[src/rtl/soc_system_done_pkg.sv]
// Shared constants and helpers for the completion mailbox.
package soc_system_done_pkg;

    // Register offsets above the entry window (added to DEPTH).
    localparam int FLAGS_OFS = 0;
    localparam int MASK_OFS  = 1;
    localparam int OVR_OFS   = 2;

    // A port only acts on an access when it is clocked, not inhibited, and selected.
    function automatic logic port_active(input logic clken,
                                         input logic reset_req,
                                         input logic chipselect);
        return clken & ~reset_req & chipselect;
    endfunction

endpackage

[src/rtl/soc_system_done_mailbox_if.sv]
// One Avalon-MM style mailbox port; the mailbox has two of these (s1 host, s2 producer).
interface soc_system_done_mailbox_if #(
    parameter int DATA_WIDTH = 8,
    parameter int DEPTH      = 4
);
    localparam int ADDR_WIDTH = $clog2(DEPTH) + 1;

    logic [ADDR_WIDTH-1:0] address;
    logic                  chipselect;
    logic                  read;
    logic                  write;
    logic [DATA_WIDTH-1:0] writedata;
    logic                  clken;
    logic                  reset_req;
    logic [DATA_WIDTH-1:0] readdata;

    modport master (
        output address, chipselect, read, write, writedata, clken, reset_req,
        input  readdata
    );

    modport slave (
        input  address, chipselect, read, write, writedata, clken, reset_req,
        output readdata
    );
endinterface

[src/rtl/soc_system_done_mailbox_regfile.sv]
// Entry storage: DEPTH words, s2 wins when both ports write the same entry.
// Reads are combinational here; the top registers them so a same-cycle
// write is never visible to the read (read-before-write).
module soc_system_done_mailbox_regfile #(
    parameter int DATA_WIDTH = 8,
    parameter int DEPTH      = 4,
    parameter int IDX_W      = $clog2(DEPTH)
) (
    input  logic                  clk,
    input  logic                  rst,
    input  logic                  i_we1,
    input  logic [IDX_W-1:0]      i_idx1,
    input  logic [DATA_WIDTH-1:0] i_wdata1,
    input  logic                  i_we2,
    input  logic [IDX_W-1:0]      i_idx2,
    input  logic [DATA_WIDTH-1:0] i_wdata2,
    output logic [DATA_WIDTH-1:0] o_rdata1,
    output logic [DATA_WIDTH-1:0] o_rdata2
);
    logic [DEPTH-1:0][DATA_WIDTH-1:0] w_mem;

    genvar gi;
    generate
        for (gi = 0; gi < DEPTH; gi++) begin : g_entry
            logic [DATA_WIDTH-1:0] r_entry;

            // Per-entry write mux with producer priority.
            always_ff @(posedge clk or posedge rst) begin
                if (rst) begin
                    r_entry <= '0;
                end else if (i_we2 && (i_idx2 == IDX_W'(gi))) begin
                    r_entry <= i_wdata2;
                end else if (i_we1 && (i_idx1 == IDX_W'(gi))) begin
                    r_entry <= i_wdata1;
                end
            end

            assign w_mem[gi] = r_entry;
        end
    endgenerate

    assign o_rdata1 = w_mem[i_idx1];
    assign o_rdata2 = w_mem[i_idx2];
endmodule

[src/rtl/soc_system_done_mailbox.sv]
// Two-port completion mailbox: sticky done flags set by the producer (s2),
// cleared by host reads/writes (s1), with overrun status and a masked irq.
module soc_system_done_mailbox
    import soc_system_done_pkg::*;
#(
    parameter int DATA_WIDTH = 8,
    parameter int DEPTH      = 4
) (
    input  logic                    clk,
    input  logic                    reset,
    soc_system_done_mailbox_if.slave s1,
    soc_system_done_mailbox_if.slave s2,
    output logic [DEPTH-1:0]        done_flags,
    output logic                    irq
);
    localparam int ADDR_WIDTH = $clog2(DEPTH) + 1;
    localparam int IDX_W      = $clog2(DEPTH);
    localparam logic [ADDR_WIDTH-1:0] ADDR_FLAGS = ADDR_WIDTH'(DEPTH + FLAGS_OFS);
    localparam logic [ADDR_WIDTH-1:0] ADDR_MASK  = ADDR_WIDTH'(DEPTH + MASK_OFS);
    localparam logic [ADDR_WIDTH-1:0] ADDR_OVR   = ADDR_WIDTH'(DEPTH + OVR_OFS);

    logic                  w_s1_act, w_s1_rd, w_s1_wr;
    logic                  w_s2_act, w_s2_rd, w_s2_wr;
    logic                  w_s1_is_entry, w_s2_is_entry;
    logic [IDX_W-1:0]      w_s1_idx, w_s2_idx;
    logic [DATA_WIDTH-1:0] w_s1_mem, w_s2_mem;
    logic [DATA_WIDTH-1:0] w_s1_rdata_next, w_s2_rdata_next;
    logic [DEPTH-1:0]      w_flag_set, w_flag_clr, w_ovr_set, w_ovr_clr;

    logic [DEPTH-1:0]      r_flags, r_ovr;
    logic [DATA_WIDTH-1:0] r_mask;
    logic [DATA_WIDTH-1:0] r_s1_rdata, r_s2_rdata;
    logic                  r_irq;

    assign w_s1_act = port_active(s1.clken, s1.reset_req, s1.chipselect);
    assign w_s2_act = port_active(s2.clken, s2.reset_req, s2.chipselect);
    assign w_s1_rd  = w_s1_act & s1.read;
    assign w_s1_wr  = w_s1_act & s1.write;
    assign w_s2_rd  = w_s2_act & s2.read;
    assign w_s2_wr  = w_s2_act & s2.write;

    // Entry window is the lower half of the address space.
    assign w_s1_is_entry = ~s1.address[ADDR_WIDTH-1];
    assign w_s2_is_entry = ~s2.address[ADDR_WIDTH-1];
    assign w_s1_idx      = s1.address[IDX_W-1:0];
    assign w_s2_idx      = s2.address[IDX_W-1:0];

    soc_system_done_mailbox_regfile #(
        .DATA_WIDTH (DATA_WIDTH),
        .DEPTH      (DEPTH),
        .IDX_W      (IDX_W)
    ) u_regfile (
        .clk      (clk),
        .rst      (reset),
        .i_we1    (w_s1_wr & w_s1_is_entry),
        .i_idx1   (w_s1_idx),
        .i_wdata1 (s1.writedata),
        .i_we2    (w_s2_wr & w_s2_is_entry),
        .i_idx2   (w_s2_idx),
        .i_wdata2 (s2.writedata),
        .o_rdata1 (w_s1_mem),
        .o_rdata2 (w_s2_mem)
    );

    genvar gi;
    generate
        for (gi = 0; gi < DEPTH; gi++) begin : g_bit
            assign w_flag_set[gi] = w_s2_wr & w_s2_is_entry & (w_s2_idx == IDX_W'(gi));
            assign w_flag_clr[gi] = ((w_s1_rd | w_s1_wr) & w_s1_is_entry & (w_s1_idx == IDX_W'(gi)))
                                  | (w_s1_wr & (s1.address == ADDR_FLAGS) & s1.writedata[gi]);
            assign w_ovr_set[gi]  = w_flag_set[gi] & r_flags[gi];
            assign w_ovr_clr[gi]  = w_s1_wr & (s1.address == ADDR_OVR) & s1.writedata[gi];
        end
    endgenerate

    // Flag/overrun/mask state; sets are applied after clears so sets win.
    always_ff @(posedge clk or posedge reset) begin
        if (reset) begin
            r_flags <= '0;
            r_ovr   <= '0;
            r_mask  <= '0;
            r_irq   <= 1'b0;
        end else begin
            r_flags <= (r_flags & ~w_flag_clr) | w_flag_set;
            r_ovr   <= (r_ovr & ~w_ovr_clr) | w_ovr_set;
            if (w_s1_wr && (s1.address == ADDR_MASK)) begin
                r_mask <= s1.writedata;
            end
            r_irq   <= |(r_flags & r_mask[DEPTH-1:0]);
        end
    end

    // Host read mux over entries and status registers.
    always_comb begin
        w_s1_rdata_next = '0;
        if (w_s1_is_entry) begin
            w_s1_rdata_next = w_s1_mem;
        end else if (s1.address == ADDR_FLAGS) begin
            w_s1_rdata_next = DATA_WIDTH'(r_flags);
        end else if (s1.address == ADDR_MASK) begin
            w_s1_rdata_next = r_mask;
        end else if (s1.address == ADDR_OVR) begin
            w_s1_rdata_next = DATA_WIDTH'(r_ovr);
        end
    end

    // Producer read mux: entries and FLAGS only.
    always_comb begin
        w_s2_rdata_next = '0;
        if (w_s2_is_entry) begin
            w_s2_rdata_next = w_s2_mem;
        end else if (s2.address == ADDR_FLAGS) begin
            w_s2_rdata_next = DATA_WIDTH'(r_flags);
        end
    end

    // Read data registers hold between accepted reads.
    always_ff @(posedge clk or posedge reset) begin
        if (reset) begin
            r_s1_rdata <= '0;
            r_s2_rdata <= '0;
        end else begin
            if (w_s1_rd) r_s1_rdata <= w_s1_rdata_next;
            if (w_s2_rd) r_s2_rdata <= w_s2_rdata_next;
        end
    end

    assign s1.readdata = r_s1_rdata;
    assign s2.readdata = r_s2_rdata;
    assign done_flags  = r_flags;
    assign irq         = r_irq;
endmodule

[src/flat_wrapper.sv]
// flat-port wrapper written by rule: the top's interface ports become plain ports
module soc_system_done_mailbox_flat import soc_system_done_pkg::*;
#(
    parameter int DATA_WIDTH = 8,
    parameter int DEPTH      = 4
)
  (clk, reset, done_flags, irq, s1_address, s1_chipselect, s1_read, s1_write, s1_writedata, s1_clken, s1_reset_req, s1_readdata, s2_address, s2_chipselect, s2_read, s2_write, s2_writedata, s2_clken, s2_reset_req, s2_readdata);
  soc_system_done_mailbox_if #(.DATA_WIDTH(DATA_WIDTH), .DEPTH(DEPTH)) s1_i ();
  soc_system_done_mailbox_if #(.DATA_WIDTH(DATA_WIDTH), .DEPTH(DEPTH)) s2_i ();
  input  logic clk;
  input  logic reset;
  output logic [DEPTH-1:0] done_flags;
  output logic irq;
  input wire logic [$bits(s1_i.address)-1:0] s1_address;
  input wire logic [$bits(s1_i.chipselect)-1:0] s1_chipselect;
  input wire logic [$bits(s1_i.read)-1:0] s1_read;
  input wire logic [$bits(s1_i.write)-1:0] s1_write;
  input wire logic [$bits(s1_i.writedata)-1:0] s1_writedata;
  input wire logic [$bits(s1_i.clken)-1:0] s1_clken;
  input wire logic [$bits(s1_i.reset_req)-1:0] s1_reset_req;
  output wire logic [$bits(s1_i.readdata)-1:0] s1_readdata;
  input wire logic [$bits(s2_i.address)-1:0] s2_address;
  input wire logic [$bits(s2_i.chipselect)-1:0] s2_chipselect;
  input wire logic [$bits(s2_i.read)-1:0] s2_read;
  input wire logic [$bits(s2_i.write)-1:0] s2_write;
  input wire logic [$bits(s2_i.writedata)-1:0] s2_writedata;
  input wire logic [$bits(s2_i.clken)-1:0] s2_clken;
  input wire logic [$bits(s2_i.reset_req)-1:0] s2_reset_req;
  output wire logic [$bits(s2_i.readdata)-1:0] s2_readdata;
  assign s1_i.address = s1_address;
  assign s1_i.chipselect = s1_chipselect;
  assign s1_i.read = s1_read;
  assign s1_i.write = s1_write;
  assign s1_i.writedata = s1_writedata;
  assign s1_i.clken = s1_clken;
  assign s1_i.reset_req = s1_reset_req;
  assign s1_readdata = s1_i.readdata;
  assign s2_i.address = s2_address;
  assign s2_i.chipselect = s2_chipselect;
  assign s2_i.read = s2_read;
  assign s2_i.write = s2_write;
  assign s2_i.writedata = s2_writedata;
  assign s2_i.clken = s2_clken;
  assign s2_i.reset_req = s2_reset_req;
  assign s2_readdata = s2_i.readdata;
  soc_system_done_mailbox #(.DATA_WIDTH(DATA_WIDTH), .DEPTH(DEPTH)) u_core (.clk(clk), .reset(reset), .s1(s1_i), .s2(s2_i), .done_flags(done_flags), .irq(irq));
endmodule
[config.mk]
export PLATFORM = sky130hd
export DESIGN_NAME = soc_system_done_mailbox_flat
export DESIGN_NICKNAME = d
export VERILOG_FILES = /design/src/rtl/soc_system_done_pkg.sv /design/src/rtl/soc_system_done_mailbox_if.sv /design/src/rtl/soc_system_done_mailbox_regfile.sv /design/src/rtl/soc_system_done_mailbox.sv /design/src/flat_wrapper.sv
export SDC_FILE = /design/constraint.sdc
export NUM_CORES = 1
export LEC_CHECK = 0
export BUFFER_PORTS_ARGS = -buffer_cell sky130_fd_sc_hd__buf_2
export CORE_MARGIN = 2
export CORE_UTILIZATION = 40
export CTS_CLUSTER_DIAMETER = 150
export DETAILED_ROUTE_END_ITERATION = 6
export HOLD_SLACK_MARGIN = 0.05
export PLACE_DENSITY_LB_ADDON = 0.15
export SYNTH_ARGS = -nofsm -noshare
export SYNTH_HDL_FRONTEND = slang
export SYNTH_HIERARCHICAL = 1
export SYNTH_SLANG_ARGS = --single-unit
export TNS_END_PERCENT = 50
[constraint.sdc]
create_clock -name clk -period 1.15 [get_ports clk]
set_input_delay 0.23 -clock clk [delete_from_list [all_inputs] [get_ports clk]]
set_output_delay 0.23 -clock clk [all_outputs]
set_load 0.005 [all_outputs]
==> results.md, run 1 <==
Synth:
- The mapped netlist covers 0.00358 mm^2.
- The synthesis warning total is 6.
- In this run, synthesis produced a sequential element count of 65.
- For this run, the leading register cell type out of synthesis is sky130_fd_sc_hd__dfrtp_1.
- The sequential cell area fraction in the yosys report is 45.4%.
- The count of cell types in the netlist is 36.
- Summed over its instances, the top area cell type makes up approximately 45% of the synthesized netlist area.
- Counting flops with a built-in enable in the synthesized netlist gives 0.
- Synthesis produced approximately 370 cells.
- By area the synthesized netlist is led by sky130_fd_sc_hd__dfrtp_1, sky130_fd_sc_hd__mux4_2, sky130_fd_sc_hd__nand2_1.
- The synthesized netlist net count is 400.
- The share of async-settable or async-resettable flops after synthesis is 100%.
- The mean post-synth cell area is roughly 9.8 um^2.
- The biggest area contributor in the post-synthesis netlist is sky130_fd_sc_hd__dfrtp_1.

Status:
- The checks that failed: negative setup slack.
- The flow ran to the end, but the final reports show violations.

Layout:
- The repair_antennas step left the layout with diodes totalling 0.
- The share of layout cells above drive strength 1 is 46.9%.
- The final net count is ~540.
- The cell area after layout is 0.00511 mm^2.
- The relative area change from synthesis to final layout is 42.7%.

Placement:
- The detailed-placement wirelength estimate is 8.22 mm.
- The placement-stage cell area is 0.00454 mm^2.
- The number of input and output port buffers inserted is 54.
- The congestion estimate from routability-driven global placement came to ~0.89.

Pwr:
- Combinational logic is responsible for between 20% and 30% of the overall power.
- Of the total power, the clock network draws between 20 and 30%.
- The sequential fraction of design power is 41.2%.
- The design internal power is 5.48 mW.
- Summed over all nets, the switching power comes to about 2.2 mW.
- VDD sags by at most 0.703 mV.
- The proportion of total power due to net switching is approximately 28%.
- In this run the power density over the cells is about 1500 mW/mm^2.
- The static leakage is 2.40 nW.

STA:
- The number of endpoints failing setup at the final stage is 39.
- The portion of the clock cycle consumed by the worst path in the final layout is 120%.
- The max-slew violation count is 0.
- The sum of negative setup slack is -3.71 ns.
- The final setup slack of the worst path is -0.227 ns.
- For the pin with the worst max-slew slack, the measured transition is 0.468 ns.
- Setup repair after global routing could not meet its margin everywhere.
- In this run the tightest slew margin relative to its limit is just under 70%.
- The worst hold margin is about 0.19 ns.
- Subtracting the final worst setup slack from the clock period gives between 1 and 1.5 ns.
- Timing would allow up to ~0.73 GHz.
- The number of endpoints with negative hold slack in the final report came to 0.
- The worst clock skew is 0.00598 ns.

Clocking:
- In this run, CTS created clock tree buffers numbering 9.
- The clock root buffer master is sky130_fd_sc_hd__clkbuf_8.
- The clock passes through at most 2 buffers.
- After clock tree synthesis, the clock-pin slew on the worst setup and hold paths is 0.07 ns.
- The latest clock arrival within the worst-skew pair is ~0.34 ns.
- The number of levels in the clock H-tree is 3.
- TritonCTS built the clock tree.
- CTS saw between 60 and 70 sinks.

Floorplanning:
- The area of the die is a little under 0.01 mm^2.
- The floorplan step set the die width to 98.6 um.
- The vertical extent of the die is slightly below 100 um.
- For this design the top-level I/O count stands at between 50 and 60.
- The floorplan has 34 rows.
- The initial core utilization is around two fifths.
- The area of the core region is 0.00872 mm^2.

Global routing:
- Entering global routing, the biggest net connects 34 pins.
- The final global-route overflow total is 0.
- The first global-routing pass estimated between 15 and 20 mm of wire.
- The via count of the first global-routing pass came to 3,298.
- The initial antenna violation count is 0.
- The total global routing track utilization is between 20% and 30%.

Setup path:
- The worst register-to-register path begins at u_core/u_regfile/g_entry[3].r_entry[3].
- The launching instance or port of the critical path is u_core/u_regfile/g_entry[3].r_entry[3].
- The data arrival time of the critical path is approximately 1.6 ns.
- The setup slack of the most critical reg-to-reg path is -0.23 ns.
- The most critical setup path has its endpoint at u_core/s2.readdata[3].
- The kind of critical path is reg2reg.
- The required time at the worst-slack endpoint is between 1 and 1.5 ns.
- The startpoint type of the worst setup path is a flip-flop.
- The biggest fanout along the worst timing path is 3.
- The number of cells on the worst reg-to-reg path is 4.
- The critical path endpoint category is a flip-flop.
- The end of the worst register-to-register path is u_core/s2.readdata[3].

Routing:
- In the routed design, unresolved DRC markers number 0.
- The number of antenna-violating nets in the routed design is 0.
- In the final routed layout, each cell accounts on average for 18.2 um.
- The final wirelength is 11.2 mm.
- In the routed layout, each cell is associated on average with a via count of 5.44.
- Across all layers, the routed design uses between 3,000 and 4,000 vias.
- The number of DRC markers in iteration 0 is 222.
- Before antenna repair, the detailed router went through 4 iterations.

Min path:
- The depth of the worst hold-timing path is 3.
- In this run the worst hold path is classified as in2reg.

Run:
- Max-cap violations in this run came to 0.
==> cells in the mapped netlist (2+ instances only) <==
| library cell | instances |
|---|---|
| sky130_fd_sc_hd__a21o_1 | 2 |
| sky130_fd_sc_hd__a21oi_1 | 8 |
| sky130_fd_sc_hd__a22o_1 | 3 |
| sky130_fd_sc_hd__a22oi_1 | 2 |
| sky130_fd_sc_hd__a31oi_1 | 32 |
| sky130_fd_sc_hd__a32o_1 | 3 |
| sky130_fd_sc_hd__a32oi_1 | 2 |
| sky130_fd_sc_hd__and2b_1 | 3 |
| sky130_fd_sc_hd__and3_1 | 3 |
| sky130_fd_sc_hd__and3b_1 | 5 |
| sky130_fd_sc_hd__buf_2 | 10 |
| sky130_fd_sc_hd__buf_4 | 2 |
| sky130_fd_sc_hd__buf_6 | 3 |
| sky130_fd_sc_hd__clkbuf_1 | 7 |
| sky130_fd_sc_hd__dfrtp_1 | 65 |
| sky130_fd_sc_hd__inv_1 | 2 |
| sky130_fd_sc_hd__mux2_4 | 8 |
| sky130_fd_sc_hd__mux2i_1 | 4 |
| sky130_fd_sc_hd__mux4_2 | 16 |
| sky130_fd_sc_hd__nand2_1 | 91 |
| sky130_fd_sc_hd__nand2b_1 | 4 |
| sky130_fd_sc_hd__nand3_1 | 4 |
| sky130_fd_sc_hd__nand3b_1 | 9 |
| sky130_fd_sc_hd__nor2_1 | 34 |
| sky130_fd_sc_hd__nor2b_1 | 8 |
| sky130_fd_sc_hd__o211ai_1 | 5 |
| sky130_fd_sc_hd__o21ai_0 | 20 |
| sky130_fd_sc_hd__or3_1 | 2 |
| sky130_fd_sc_hd__or3b_1 | 2 |
==> metrics by stage <==
step / instances / power, mW / util, % / setup slack, ns
3_5_place_dp: 590 / 5.14 / 52.1 / -0.548
4_1_cts: 613 / 7.57 / 57.1 / -0.237
2_1_floorplan: 366 / 4.04 / - / -0.411
5_1_grt: 616 / 8.05 / 58.6 / -0.264
6_report: 616 / 7.65 / 58.6 / -0.227
3_3_place_gp: 590 / 5.09 / 52.1 / -0.521
==> layout make-up <==
class | count | area [um^2]
tap | 108 | 135
inverter | 2 | 7.51
multi-input combinational | 277 | 1970
clock inverter | 5 | 77.6
sequential | 65 | 1630
fill | 767 | 3610
clock buffer | 11 | 151
timing repair buffer | 148 | 1150
==> critical path: stages, from the launching register on <==
cell	delay, ns
sky130_fd_sc_hd__dfrtp_1	0.42
sky130_fd_sc_hd__mux4_2	0.47
sky130_fd_sc_hd__nor2b_2	0.17
sky130_fd_sc_hd__a21oi_2	0.10
sky130_fd_sc_hd__o21ai_1	0.07
==> registers in the layout, summed over array words and instances, names as in the netlist <==
| register | cells |
|---|---|
| u_core/u_regfile/g_entry.r_entry | 32 |
| u_core/r_ovr | 4 |
| u_core/s1.readdata | 8 |
| u_core/s2.readdata | 8 |
| u_core/r_mask | 8 |
| u_core/done_flags | 4 |
| u_core/irq | 1 |
==> cells in the final DEF, fill, tap and decap left out, drive strengths merged, types with 4 or more instances in the layout <==
cell	netlist	layout
nor2	34	34
buf	15	147
mux2i	4	4
clkbuf	7	11
mux4	16	16
o211ai	5	5
o21ai	20	20
nor2b	9	9
a21oi	8	8
mux2	8	8
nand3	4	4
dfrtp	65	65
a31oi	32	32
nand3b	9	9
and3b	5	5
nand2b	4	4
nand2	91	91
==> what timing repair did <==
item,4_1_cts,5_1_grt
buffers inserted,6,3
pin swaps,38,11
resized for setup,54,39
endpoints found under the hold margin,65,0
hold buffers,1,0
endpoints found under the setup margin,61,53
==> routing by layer <==
layer  vias up  global-route usage, %  share of wire (%)
li1       1592                      -                  -
met1      1637                   35.5                 46
met2       110                   37.8                 48
met3        10                   3.26                5.3
met4         0                   5.90               0.85
met5         -                      0                  0
==> kinds of logic after synthesis <==
group / Yosys count / synth area share (%)
flip-flops: 65 / 45.4
AND/OR/NAND/NOR: 170 / 22.4
AO/OA/AOI/OAI: 79 / 13.9
buffers and inverters: 24 / 3.70
multiplexers: 28 / 14.5
==> power by group through the flow <==
stage | clock network (mW) | registers [mW] | logic [mW]
finish | 2.24 | 3.15 | 2.26
global route | 2.38 | 3.20 | 2.47
CTS | 2.27 | 3.13 | 2.17
detailed placement | 0 | 3.17 | 1.97
global placement | 0 | 3.16 | 1.93
floorplan | 0 | 3.08 | 0.957
==> how the worst min path moves through the flow <==
stage | slack (ns) | to | start
finish | 0.19 | u_core/u_regfile/g_entry[0].r_entry[1] | s2_writedata[1]
detailed placement | 0.30 | u_core/s2.readdata[7] | reset
floorplan | 0.35 | u_core/u_regfile/g_entry[0].r_entry[0] | reset
global placement | 0.30 | u_core/s2.readdata[7] | reset
global route | 0.19 | u_core/u_regfile/g_entry[3].r_entry[6] | s2_writedata[6]
CTS | 0.18 | u_core/u_regfile/g_entry[2].r_entry[1] | s2_writedata[1]
Note: power is estimated with default switching activity, not from simulation.
==> inputs of run 2 (changes only) <==
--- a/config.mk
+++ b/config.mk
@@ -8,12 +8,12 @@
 export BUFFER_PORTS_ARGS = -buffer_cell sky130_fd_sc_hd__buf_2
 export CORE_MARGIN = 2
 export CORE_UTILIZATION = 40
+export CTS_BUF_LIST = sky130_fd_sc_hd__clkbuf_8
 export CTS_CLUSTER_DIAMETER = 150
 export DETAILED_ROUTE_END_ITERATION = 6
 export HOLD_SLACK_MARGIN = 0.05
 export PLACE_DENSITY_LB_ADDON = 0.15
 export SYNTH_ARGS = -nofsm -noshare
 export SYNTH_HDL_FRONTEND = slang
-export SYNTH_HIERARCHICAL = 1
 export SYNTH_SLANG_ARGS = --single-unit
 export TNS_END_PERCENT = 50
==> results.md, run 2 <==
Status:
- The flow ran to the end, but the final reports show violations.
- The checks that failed: negative setup slack.

Min path:
- The path with the worst hold slack has its endpoint at u_core.u_regfile.g_entry[2].r_entry[6].
- The tightest min-delay check is of the in2reg type.
- The worst hold path passes through 3 cells.
- The launch instance of the worst min-delay path is s2_writedata[6].

Setup path:
- The data arrival time of the critical path is 1.59 ns.
- The total buffers and inverters traversed by the critical path is 0.
- STA puts the critical path data required time at about 1.4 ns.
- The master of the slowest instance on the critical path is sky130_fd_sc_hd__mux4_2.
- The number of cells traversed by the worst register-to-register path is 3.
- The critical path goes through mux4_2 -> a221oi_2 -> nor2_1.
- The worst setup path is of the reg2reg kind.
- On the critical path the largest part of the delay comes from multiplexers.
- In this run the worst path has a maximum fanout of 2.
- The critical path endpoint category is a flip-flop.
- The startpoint type of the worst setup path is a flip-flop.
- On the worst path, the slowest cell contributes a delay of approximately 0.5 ns.
- In this run the critical register-to-register path is captured at u_core.s1.readdata[4].
- The startpoint of the worst register-to-register path is u_core.u_regfile.g_entry[3].r_entry[4].
- In this run the register-to-register setup slack is -0.20 ns.

Layout:
- The fill cell total of the finished layout is 775.
- After routing the design area is approximately 0.0049 mm^2.
- The most common library cell in the layout ignoring fill and taps is sky130_fd_sc_hd__dfrtp_1.
- For this run, the post-layout net count is between 400 and 500.
- The count of antenna diodes in the layout is 0.
- The register containing the most flip-flops in the final layout is u_core.u_regfile.g_entry.r_entry.
- The top cell types in the final layout, fill and taps aside, are sky130_fd_sc_hd__dfrtp_1, sky130_fd_sc_hd__buf_4, sky130_fd_sc_hd__buf_2.
- Compared with the post-synthesis result, the final layout area differs by 37.8%.
- The flip-flop count of the largest register, all copies and words added is 32.
- The final core utilization is between 50% and 60%.
- The share of layout cells above drive strength 1 is 43.8%.

STA:
- The slew at the pin closest to its max-slew limit is 0.540 ns.
- The number of endpoints with negative hold slack in the final report is 0.
- Subtracting the final worst setup slack from the clock period gives around 1.4 ns.
- The number of endpoints failing setup at the final stage is 20.
- The max-slew violation count is 0.
- The final setup slack of the worst path is -0.201 ns.
- Setup repair after global routing could not meet its margin everywhere.
- The worst pin sits at a relative slew slack of between 60% and 70%.
- Static timing analysis puts the maximum clock frequency at approximately 0.74 GHz.
- The worst clock skew is roughly 0.012 ns.
- The sum of negative setup slack is -2.70 ns.
- The portion of the clock cycle consumed by the worst path in the final layout is 117%.

Global routing:
- The first global-routing pass estimated 16.7 mm of wire.
- Global routing used 4.40% of the available met3 tracks.
- Entering global routing, the biggest net connects 55 pins.
- The met2 usage is 38.0%.
- The total global routing track utilization is about 22%.
- The initial antenna violation count is 0.
- The most congested layer reported by global routing is met2.
- The final global-route overflow total is 0.
- The via count of the first global-routing pass is 3,063.
- The met1 track demand over resource is 28.4%.

Placement:
- Summing all placed instances gives a cell area of 0.00446 mm^2.
- The placer's final routability congestion estimate is between 0.8 and 0.9.
- In this run the tool buffered the top-level ports with between 50 and 60 buffer cells.
- The detailed-placement wirelength estimate is just under 8 mm.

Synth:
- In the synthesized netlist the dominant register cell turns out to be sky130_fd_sc_hd__dfrtp_1.
- The mapped netlist covers 0.00357 mm^2.
- The number of enable flip-flop cells after synthesis is 0.
- The count of cell types in the netlist is 41.
- The synthesized design contains 65 register bits.
- The count of mapped cells out of synthesis is 328.
- In the synthesized netlist, the cells that appear most often are sky130_fd_sc_hd__dfrtp_1, sky130_fd_sc_hd__nor2_1, sky130_fd_sc_hd__nand2_1, sky130_fd_sc_hd__mux2i_1, sky130_fd_sc_hd__a21oi_1.
- After synthesis, the largest family of logic cells by area is multiplexers.
- Averaged over all synthesized cells, the footprint is 10.9 um^2.
- The synthesized netlist devotes 0% of its cell area to adder and majority cells.
- The synthesized netlist net count is roughly 360.
- Summing the areas of all compound-gate instances in the mapped netlist gives between 10% and 20% of the synthesized area.
- The share of async-settable or async-resettable flops after synthesis is 100%.
- The share of the Yosys chip area taken by registers is between 40 and 50%.
- Of the total synthesized cell area, the portion taken by AND, OR, NAND and NOR gates is roughly 15%.
- The synthesis warning total is 0.
- The post-synthesis xor/xnor area fraction is 0%.
- The fraction of synthesized cell area taken by the top area cell type is 45.6%.
- The portion of synthesized area spent on multiplexers is between 20% and 30%.
- Ranked by total cell area, the synthesized netlist is headed by sky130_fd_sc_hd__dfrtp_1, sky130_fd_sc_hd__mux2i_1, sky130_fd_sc_hd__mux4_2.
- The library cell with the largest summed area after synthesis is sky130_fd_sc_hd__dfrtp_1.
- sky130_fd_sc_hd__dfrtp_1 is the most common cell in the netlist.

Pwr:
- The highest ir drop seen on vdd is ~0.85 mV.
- The static leakage is around 2.4 nW.
- Dividing total power by cell area gives a power density of between 1000 and 1500 mW/mm^2.

Routing:
- The post-route DRC violation count is 0.
- The number of DRC markers in iteration 0 is around 130.
- The number of antenna-violating nets in the routed design is 0.
- The total number of vias is a little over 3,000.
- The detailed-route vias per instance is between 5 and 6.
- Dividing the detail-routed wire length by the instance count gives between 15 and 20 um.
- Summed over all layers, the routed wires come to between 10 and 15 mm.
- The detailed-routing iteration count for the pre-antenna-repair pass is 4.

Floorplanning:
- The core region is around 0.0087 mm^2.
- The I/O pin count is 55.
- The width of the die is roughly 98 um.
- The vertical extent of the die is approximately 100 um.
- The floorplan step defined a die boundary enclosing between 0.009 and 0.01 mm^2.
- The initial utilization of the core area, before any placement, comes to approximately two fifths.
- The initialized floorplan defines 34 standard-cell rows.

Clocking:
- The latest clock arrival within the worst-skew pair is ~0.35 ns.
- The clock root buffer master is sky130_fd_sc_hd__clkbuf_8.
- The tree built by TritonCTS fans out to between 60 and 70 sinks.
- No sink is reached through more buffers than the 2 on the longest clock path.
- The number of levels in the clock H-tree is 3.
- The post-CTS clock slew at the launch and capture registers of the worst setup and hold paths is 0.08 ns.
- TritonCTS built the clock tree.
- The number of buffers inserted during clock tree synthesis is 9.

Run:
- The tool flagged a number of max-cap violations equal to 0.
[run 2: layout make-up]
cell class	instances	area, um^2	area share (%)
Inverter	6	26.3	0.535
Sequential cell	65	1630	33.1
Clock inverter	5	31.3	0.637
Clock buffer	11	151	3.08
Timing Repair Buffer	134	1040	21.1
Multi-Input combinational cell	236	1900	38.8
Tap cell	108	135	2.75
[run 2: cells by family (layout without fill, tap and decap cells)]
group                  Yosys count  after routing
AO/OA/AOI/OAI                   70             70
buffers and inverters           27            156
flip-flops                      65             65
multiplexers                    55             55
AND/OR/NAND/NOR                111            111
[run 2: worst reg2reg max path: stages, from the launching register on]
cell                       delay (ns)
sky130_fd_sc_hd__dfrtp_1         0.42
sky130_fd_sc_hd__mux4_2          0.50
sky130_fd_sc_hd__a221oi_2        0.26
sky130_fd_sc_hd__nor2_1          0.06
[run 2: timing repair]
action | in CTS | in global routing
endpoints found under the hold margin | 65 | 0
resized for setup | 22 | 29
endpoints found under the setup margin | 26 | 43
hold buffers | 1 | 0
pin swaps | 11 | 14
setup buffers | 1 | 5
[run 2: where the power goes]
part / switching (mW) / internal, mW
registers: 0.378 / 2.76
logic: 0.881 / 1.31
clock network: 0.932 / 0.888
total: 2.19 / 4.96
[run 2: worst max path at each step]
stage	from	end	depth (start not counted)
6_report	u_core.u_regfile.g_entry[3].r_entry[4]	u_core.s1.readdata[4]	3
5_1_grt	u_core.u_regfile.g_entry[3].r_entry[4]	u_core.s1.readdata[4]	3
4_1_cts	u_core.u_regfile.g_entry[0].r_entry[0]	u_core.s1.readdata[0]	4
3_5_place_dp	s1_address[1]	u_core.s1.readdata[3]	6
3_3_place_gp	s1_address[1]	u_core.s1.readdata[3]	6
2_1_floorplan	s1_write	u_core.r_mask[0]	6
[run 2: per-stage QoR]
step           cells  worst slack, ns  power (mW)  hold WS [ns]
6_report         565           -0.201        7.15         0.133
5_1_grt          565           -0.259        7.51         0.147
4_1_cts          560           -0.202        7.01         0.123
3_5_place_dp     542           -0.525        5.05         0.287
3_3_place_gp     542           -0.523        5.02         0.288
2_1_floorplan    328           -0.213        3.99         0.347
[run 2: layer usage]
| layer | vias up | part of all wire, % |
|---|---|---|
| li1 | 1458 | - |
| met1 | 1492 | 42 |
| met2 | 87 | 51 |
| met3 | 21 | 4.1 |
| met4 | 0 | 2.9 |
| met5 | - | 0 |
